===== src/rtl/ovl_fire_pkg.sv =====
// Shared definitions for the frame-checker fire logger: fire bit positions and the record layout.
package ovl_fire_pkg;

    localparam int FIRE_2STATE = 0;
    localparam int FIRE_XZ     = 1;
    localparam int FIRE_COVER  = 2;
    localparam int FIRE_W      = 3;
    localparam int REC_STAMP_W = 32;

    typedef logic [FIRE_W-1:0] fire_t;

    typedef struct packed {
        fire_t                  fire;
        logic [REC_STAMP_W-1:0] stamp;
    } fire_rec_t;

endpackage


===== src/rtl/ovl_fire_fifo.sv =====
// Synchronous record FIFO; a push into a full FIFO is taken when a pop happens in the same cycle.
module ovl_fire_fifo #(
    parameter int W     = 35,
    parameter int DEPTH = 4
) (
    input  logic         clk,
    input  logic         reset,
    input  logic         push,
    input  logic [W-1:0] push_data,
    input  logic         pop,
    output logic         full,
    output logic         empty,
    output logic [W-1:0] head
);

    localparam int AW = $clog2(DEPTH);

    logic [W-1:0]  mem_q [DEPTH];
    logic [W-1:0]  mem_d [DEPTH];
    logic [AW-1:0] wr_ptr_q, wr_ptr_d;
    logic [AW-1:0] rd_ptr_q, rd_ptr_d;
    logic [AW:0]   count_q, count_d;
    logic          do_push, do_pop;

    assign full    = (count_q == (AW+1)'(DEPTH));
    assign empty   = (count_q == '0);
    assign do_pop  = pop & ~empty;
    assign do_push = push & (~full | do_pop);
    // Head reads zero when empty so the record port shows clean values after reset.
    assign head    = empty ? '0 : mem_q[rd_ptr_q];

    always_comb begin
        mem_d    = mem_q;
        wr_ptr_d = wr_ptr_q;
        rd_ptr_d = rd_ptr_q;
        if (do_push) begin
            mem_d[wr_ptr_q] = push_data;
            wr_ptr_d        = wr_ptr_q + AW'(1);
        end
        if (do_pop) begin
            rd_ptr_d = rd_ptr_q + AW'(1);
        end
        count_d = count_q + (AW+1)'(do_push) - (AW+1)'(do_pop);
    end

    always_ff @(posedge clk) begin
        if (reset) begin
            wr_ptr_q <= '0;
            rd_ptr_q <= '0;
            count_q  <= '0;
        end else begin
            wr_ptr_q <= wr_ptr_d;
            rd_ptr_q <= rd_ptr_d;
            count_q  <= count_d;
        end
    end

    always_ff @(posedge clk) begin
        mem_q <= mem_d;
    end

endmodule


===== src/rtl/ovl_frame_fire_logger.sv =====
// Fire-vector logger: saturating per-class counters plus a FIFO of timestamped firing-cycle records.
// Define OVL_FIRE_STAMP_EN to build the cycle stamp counter and per-record stamp storage.
module ovl_frame_fire_logger
    import ovl_fire_pkg::*;
#(
    parameter int STAMP_W    = 32,
    parameter int CNT_W      = 16,
    parameter int DEPTH      = 4,
    parameter int MAX_REPORT = 0
) (
    input  logic               clk,
    input  logic               reset,
    input  logic               enable,
    input  logic [2:0]         fire,
    output logic               rec_valid,
    input  logic               rec_ready,
    output logic [2:0]         rec_fire,
    output logic [STAMP_W-1:0] rec_stamp,
    output logic [CNT_W-1:0]   err_count,
    output logic [CNT_W-1:0]   xz_count,
    output logic [CNT_W-1:0]   cov_count,
    output logic [CNT_W-1:0]   drop_count,
    output logic               overflow,
    output logic               limit_reached
);

`ifdef OVL_FIRE_STAMP_EN
    localparam int REC_W = FIRE_W + STAMP_W;
`else
    localparam int REC_W = FIRE_W;
`endif

    logic             fifo_full, fifo_empty;
    logic [REC_W-1:0] push_data, head_data;
    logic             event_cyc, pop, try_push, push_ok, drop;
    logic [CNT_W-1:0] err_q, err_d, xz_q, xz_d, cov_q, cov_d, drop_q, drop_d;
    logic             overflow_q, overflow_d, limit_q, limit_d;
    logic [31:0]      tally_q, tally_d;

    function automatic logic [CNT_W-1:0] sat_inc(input logic [CNT_W-1:0] v, input logic hit);
        return (hit && !(&v)) ? v + CNT_W'(1) : v;
    endfunction

    assign event_cyc = enable & (|fire);
    assign rec_valid = ~fifo_empty;
    assign pop       = rec_valid & rec_ready;
    // Once the limit is hit, events only count; they are neither pushed nor dropped.
    assign try_push  = event_cyc & ~limit_q;
    assign push_ok   = try_push & (~fifo_full | pop);
    assign drop      = try_push & ~push_ok;

    always_comb begin
        err_d      = sat_inc(err_q, event_cyc & fire[FIRE_2STATE]);
        xz_d       = sat_inc(xz_q, event_cyc & fire[FIRE_XZ]);
        cov_d      = sat_inc(cov_q, event_cyc & fire[FIRE_COVER]);
        drop_d     = sat_inc(drop_q, drop);
        overflow_d = overflow_q | drop;
        tally_d    = tally_q;
        limit_d    = limit_q;
        if ((MAX_REPORT != 0) && push_ok) begin
            tally_d = tally_q + 32'd1;
            if (tally_d == 32'(MAX_REPORT)) begin
                limit_d = 1'b1;
            end
        end
    end

    always_ff @(posedge clk) begin
        if (reset) begin
            err_q      <= '0;
            xz_q       <= '0;
            cov_q      <= '0;
            drop_q     <= '0;
            overflow_q <= 1'b0;
            limit_q    <= 1'b0;
            tally_q    <= '0;
        end else begin
            err_q      <= err_d;
            xz_q       <= xz_d;
            cov_q      <= cov_d;
            drop_q     <= drop_d;
            overflow_q <= overflow_d;
            limit_q    <= limit_d;
            tally_q    <= tally_d;
        end
    end

`ifdef OVL_FIRE_STAMP_EN
    logic [STAMP_W-1:0] stamp_q, stamp_d;

    always_comb begin
        stamp_d = stamp_q + STAMP_W'(1);
    end

    always_ff @(posedge clk) begin
        if (reset) begin
            stamp_q <= '0;
        end else begin
            stamp_q <= stamp_d;
        end
    end

    assign push_data = {fire, stamp_q};
    assign rec_fire  = head_data[REC_W-1 -: FIRE_W];
    assign rec_stamp = head_data[STAMP_W-1:0];
`else
    assign push_data = fire;
    assign rec_fire  = head_data;
    assign rec_stamp = '0;
`endif

    ovl_fire_fifo #(
        .W     (REC_W),
        .DEPTH (DEPTH)
    ) u_fifo (
        .clk       (clk),
        .reset     (reset),
        .push      (push_ok),
        .push_data (push_data),
        .pop       (pop),
        .full      (fifo_full),
        .empty     (fifo_empty),
        .head      (head_data)
    );

    assign err_count     = err_q;
    assign xz_count      = xz_q;
    assign cov_count     = cov_q;
    assign drop_count    = drop_q;
    assign overflow      = overflow_q;
    assign limit_reached = limit_q;

endmodule


===== config.mk =====
export PLATFORM = sky130hd
export DESIGN_NAME = ovl_frame_fire_logger
export DESIGN_NICKNAME = d
export VERILOG_FILES = /design/src/rtl/ovl_fire_pkg.sv /design/src/rtl/ovl_fire_fifo.sv /design/src/rtl/ovl_frame_fire_logger.sv
export SDC_FILE = /design/constraint.sdc
export NUM_CORES = 1
export LEC_CHECK = 0
export BUFFER_PORTS_ARGS = -buffer_cell sky130_fd_sc_hd__buf_2
export CAP_MARGIN = 20
export CORE_UTILIZATION = 50
export CTS_CLUSTER_SIZE = 14
export DETAILED_ROUTE_END_ITERATION = 8
export GPL_ROUTABILITY_DRIVEN = 0
export PLACE_DENSITY_LB_ADDON = 0.15
export SKIP_LAST_GASP = 1
export SYNTH_ARGS = -nofsm -noshare
export SYNTH_HDL_FRONTEND = slang
export SYNTH_SLANG_ARGS = --single-unit

===== constraint.sdc =====
create_clock -name clk -period 3.4 [get_ports clk]
set_input_delay 0.68 -clock clk [delete_from_list [all_inputs] [get_ports clk]]
set_output_delay 0.68 -clock clk [all_outputs]
set_load 0.05 [all_outputs]

# Yosys cells after proc, flatten, opt, wreduce, memory -nomap -nowiden
# Cells that the tools add are included.
dict set report word_totals {
  regBits 84
  inputBits 7
  output_inout_bits 102
  elab_cells 63
}
dict set report op_classes {
  add_sub_neg 8
  n_lt_le_gt_ge 3
  eq_ne 1
  muxes 7
  bitwise_logic 17
  n_reduce_logical 15
}
# operator count
set ops {}
lappend ops {{adder 16 x 1 -> 16 bit (second input constant)} 4}
lappend ops {{AND reduction 16 bit} 4}
lappend ops {{bitwise mux 12 bit} 1}
lappend ops {{two-way mux 3 bit} 4}
lappend ops {{AND 1 bit} 9}
lappend ops {{binary-select mux 3 bit (select 2 bit)} 1}
lappend ops {{demux 3 bit (select 2 bit)} 1}
lappend ops {{greater-or-equal comparator 3 bit (second input constant)} 2}
lappend ops {{NOT 2 -> 3 bit} 2}
lappend ops {{logical AND 1 bit} 5}
lappend ops {{adder 2 x 1 -> 2 bit (second input constant)} 2}
lappend ops {{logical NOT 1 bit} 4}
lappend ops {{adder 3 x 1 -> 3 bit} 1}
lappend ops {{equality test 3 bit (second input constant)} 1}
lappend ops {{logical NOT 3 bit} 1}
lappend ops {{less-than comparator 3 x 1 -> 1 bit (second input constant)} 1}
lappend ops {{NOT 1 bit} 3}
lappend ops {{OR 1 bit} 3}
lappend ops {{OR reduction 3 bit} 1}
lappend ops {{subtractor 3 x 1 -> 3 bit} 1}

# Depth between registers and ports, before layout
dict set report logic_depth {
  ltp_word 8
  ltp_mapped 10
  ltp_nobuf 9
}

# Cells and area by module
# A second synthesis with hierarchy kept.
dict set report hier_totals {
  hier_cells 474
  hier_area_um2 4429.2
}
# module instances cells_each area_per_inst_um2 seq_area_each_um2
set by_module_without_submodules {}
lappend by_module_without_submodules {ovl_frame_fire_logger 1 408 3514.6 1301.2}
lappend by_module_without_submodules {ovl_fire_fifo 1 66 914.6 500.5}

# Least setup slack after synthesis
# Ideal clock, no wire load.
dict set report synth_path {
  kind {flip-flop to flip-flop}
  startpoint {reg u_fifo.count_q[2]}
  endpoint {reg u_fifo.count_q[2]}
  setup_ns 0.128
  t_arrival_ns 2.466
  t_required_ns 3.272
  slack_ns 0.807
  stages_incl_launch_ff 11
  n_path_buf 1
  period_less_slack_ns 2.593
  path_cell_list {dfxtp_1 > or3_1 > clkbuf_1 > and2_1 > ha_1 > inv_1 > ha_1 > fa_1 > xnor2_1 > xnor2_1 > nor2_1}
}
dict set report synth_between {
  elab_chain_cells 8
  word_cells_on_any_way 12
  classes_between {add/sub (2); eq/ne (1); bitwise (8); reduce/logical (1)}
}
# item line
set synth_rtl {}
lappend synth_rtl {{from (decl)} ovl_fire_fifo.sv:22} ;# logic [AW:0] count_q, count_d;
lappend synth_rtl {{from (signal assigned)} ovl_fire_fifo.sv:54} ;# count_q <= count_d;
lappend synth_rtl {{logical NOT 3 bit (*)} ovl_fire_fifo.sv:26} ;# assign empty = (count_q == '0);
lappend synth_rtl {{NOT 1 bit (*)} ovl_frame_fire_logger.sv:45} ;# assign rec_valid = ~fifo_empty;
lappend synth_rtl {{named net rec_valid} ovl_frame_fire_logger.sv:15} ;# output logic rec_valid,
lappend synth_rtl {{AND 1 bit} ovl_frame_fire_logger.sv:46} ;# assign pop = rec_valid & rec_ready;
lappend synth_rtl {{AND 1 bit (*)} ovl_fire_fifo.sv:27} ;# assign do_pop = pop & ~empty;
lappend synth_rtl {{named net u_fifo.do_pop} ovl_fire_fifo.sv:23} ;# logic do_push, do_pop;
lappend synth_rtl {{OR 1 bit} ovl_fire_fifo.sv:28} ;# assign do_push = push & (~full | do_pop);
lappend synth_rtl {{AND 1 bit} ovl_fire_fifo.sv:28}
lappend synth_rtl {{adder 3 x 1 -> 3 bit} ovl_fire_fifo.sv:43} ;# count_d = count_q + (AW+1)'(do_push) - (AW+1)'(do_pop);
lappend synth_rtl {{subtractor 3 x 1 -> 3 bit (*)} ovl_fire_fifo.sv:43}
# Mark *: on every way through the listed nets, which the timed path passes. The rest lies on a longest branch.
# A chain may end at the register's enable or synchronous reset.

# Final worst setup path
dict set report layout_path {
  startpoint {reg u_fifo.rd_ptr_q[0]}
  endpoint {out rec_fire[2]}
}
dict set report layout_between {
  elab_chain_cells 5
}
# item line
set layout_rtl {}
lappend layout_rtl {{from (decl)} ovl_fire_fifo.sv:21} ;# logic [AW-1:0] rd_ptr_q, rd_ptr_d;
lappend layout_rtl {{from (signal assigned)} ovl_fire_fifo.sv:53} ;# rd_ptr_q <= rd_ptr_d;
lappend layout_rtl {{NOT 2 -> 3 bit (implied by the code)} ovl_fire_fifo.sv:30} ;# assign head = empty ? '0 : mem_q[rd_ptr_q];
lappend layout_rtl {{binary-select mux 3 bit (select 2 bit)} ovl_fire_fifo.sv:30}
lappend layout_rtl {{two-way mux 3 bit (implied by the code) (2 in a row)} ovl_fire_fifo.sv:30}
lappend layout_rtl {{two-way mux 3 bit} ovl_fire_fifo.sv:30}
lappend layout_rtl {{to (decl)} ovl_frame_fire_logger.sv:17} ;# output logic [2:0] rec_fire,
# Every way passes these cells. The select of a mux whose other input is x is not followed.

==> summary.md <==
| Metric | Value |
|---|---|
| Status | finished clean |
| Vias in the first global route | 3,465 |
| Leakage | 1.97 nW |
| Root Buffer | clkbuf_8 |
| Hold Crit Class | reg -> reg |
| Die X-Extent | 97.1 µm |
| Cell Area, Synth | 4520 µm² |
| RSZ-0062 raised after global routing | no |
| Mapped Cells | 499 |
| Commonest non-fill, non-tap cell in the layout | buf_2 |
| Power per cell area | 474 nW/µm² |
| Post-DRT Antenna Nets | 0 |
| Hold Buf Count CTS | 0 |
| Die ar. | 9430 µm² |
| # setup viols final | 0 |
| Routed WL per cell | 14.6 µm |
| CTS clk-pin slew, worst paths | 0.08 ns |
| Routed vias | 3,928 |
| Top_reg_cell synth | dfxtp_1 |
| I/O pin cnt | 109 |
| Number of synthesized flops with an enable pin | 12 |
| Area contributors post-synth | dfxtp_1 (32%), edfxtp_1 (8.0%), buf_4 (5.5%), a21oi_1 (4.4%), o31ai_1 (4.2%) |
| Worst rel slew slack | 0.464 |
| Worst Skew | 0.00930 ns |
| Multi-input gate area | 2430 µm² |
| CTS tree | done |
| Peak supply drop | 0.317 mV |
| Number of H-tree levels | 3 |
| Critical path arrival | 1.75 ns |
| Gr ovfl total | 0 |
| Clock sink total | 84 |
| Syn Area/Cell | 9.06 µm² |
| Area share of the largest cell type after synthesis | 0.319 |
| DRT Wirelength | 9890 µm |
| Max FO, Critical Path | 5 |
| Seq/Total Area, Yosys | 0.399 |
| Largest area contributor in the netlist | dfxtp_1 |
| Core Rows | 34 |
| Post-CTS setup buffers | 0 |
| Post-Layout Cell Count | 678 |
| Crit end category | output pin |
| Resize count post-CTS | 0 |
| Port Buffers | 75 |
| Pwr Total | 2.41 mW |
| Final period util | 0.716 |
| Global-route wire length before repair | 16,300 µm |
| Vias/cell | 5.79 |
| Switch Pwr | 723 µW |
| Asr flop ratio synth | 0 |
| Final Max Slew Viols | 0 |
| DP Area | 4840 µm² |
| Pint | 1.69 mW |
| 1st-iter DRT viols | 119 |
| Most frequent cells in the layout | buf_2 (75), dfxtp_1 (72), a21oi_1 (40) |
| Switching power share of the total | 0.300 |
| Final Cell Area | 5080 µm² |
| Initial antenna violation count | 0 |
| Final Util | 0.583 |
| Placed wire-length estimate | 6940 µm |
| Worst-margin pin slew | 0.797 ns |
| MaxCap Viol Count | 0 |
| CP Class | reg -> out |
| Req. time, crit path | 2.72 ns |
| Clk_lat worst skew | 0.34 ns |
| Syn. warnings | 0 |
| Total GRT Usage | 0.208 |
| Drt pass-1 iters | 4 |
| DRC viols | 0 |
| Initial core utilization | 0.518 |
| Clock share of power | 0.351 |
| ANT cells | 0 |
| CP Launch Type | flip-flop |
| Bufs on Longest Clock Path | 2 |
| # nets final | 584 |
| Core Region | 8720 µm² |
| Reg area | 1800 µm² |
| Pin count of the biggest net entering global routing | 51 |
| Max Fclk | 0.411 GHz |
| Share of cells above drive strength 1 | 0.209 |
| Vert. Die Dim | 97.1 µm |
| Synth unique cells | 52 |
| Sequential fraction of design power | 0.452 |
| Area grow syn2layout | 12.4% |
| CTS Buf Count | 9 |
| #FFs+latches synth | 84 |
| Final TNS setup | 0 ns |
| Gate power share | 0.197 |
| Fin. Hold Viols | 0 |
| Filler cell count | 783 |
| Final worst path period need | 2.43 ns |
| Cell total after placement | 663 |
## area by class of cell
cell class	instances	area share
sequential	84	0.355
tap	108	0.0266
multi-input combinational	378	0.478
inverter	13	0.00960
timing repair buffer	80	0.0837
clock inverter	3	0.0128
clock buffer	12	0.0350
## state kept, by name (all words and copies together), names as in the netlist
register / count
cov_count: 16
u_fifo.mem_q: 12
xz_count: 16
u_fifo.count_q: 3
drop_count: 16
overflow: 1
u_fifo.rd_ptr_q: 2
err_count: 16
u_fifo.wr_ptr_q: 2
## synthesized netlist by cell type, types with 5 or more instances
cell       n
o21ai_0   16
ha_1      10
nor4_1    16
and2_1    10
mux2i_1    5
or3_1     17
edfxtp_1  12
o31ai_1   25
nand4_1   17
a21oi_1   40
inv_1     12
and3_1     7
mux2_2    10
nor2_1    25
buf_2      5
or4_1     25
dfxtp_1   72
nand2_1   29
and4_1     6
buf_4     33
clkbuf_1  15
nand3_1   23
nor2b_1   15
## per-layer routing
layer	routed length [µm]	share of wire	vias to the layer above	GRT usage
met5	0	0	-	0
met4	81	0.0082	0	0.0643
met3	413	0.042	8	0.0345
met2	4600	0.46	101	0.340
met1	4800	0.49	1868	0.281
li1	-	-	1951	-
## through the flow
stage	setup slack [ns]	hold slack (ns)
floorplan	0.807	0.490
global placement	0.852	0.464
detailed placement	0.798	0.491
CTS	0.938	0.510
global route	0.852	0.533
finish	0.965	0.494
## worst paths after layout
path                                           to          startpoint  cells past startpoint  slack, ns
worst max register to register  u_fifo.count_q[2]   u_fifo.count_q[2]                      9       0.99
worst min register to register           overflow            overflow                      1       0.49
worst min-delay path                     overflow            overflow                      1       0.49
worst max-delay path                  rec_fire[2]  u_fifo.rd_ptr_q[0]                      3       0.97
## worst max-delay path, cell delays in order, from the launching register on
cell and delay, ns:
dfxtp_1 0.51, mux4_2 0.54, and2_1 0.17, buf_2 0.20
## power by group through the flow
stage	Clock [mW]	Combinational, mW	Sequential, mW
floorplan	0	0.427	1.11
global placement	0	0.466	1.11
detailed placement	0	0.479	1.11
CTS	0.864	0.480	1.09
global route	0.901	0.518	1.10
finish	0.845	0.476	1.09
## logic make-up (layout without fill, tap and decap cells)
family / count (synthesis) / in the layout / share of synthesized area
AOI/OAI and AO/OA: 101 / 101 / 0.140
xor gates and xnor gates: 5 / 5 / 0.00969
adders and majority gates: 11 / 11 / 0.0321
buffers and inverters: 69 / 108 / 0.0922
DFF: 84 / 84 / 0.399
muxes: 20 / 20 / 0.0559
other: 1 / 33 / 0.000830
and+or+nand+nor: 208 / 208 / 0.271
Power figures use the tool's default switching activity.
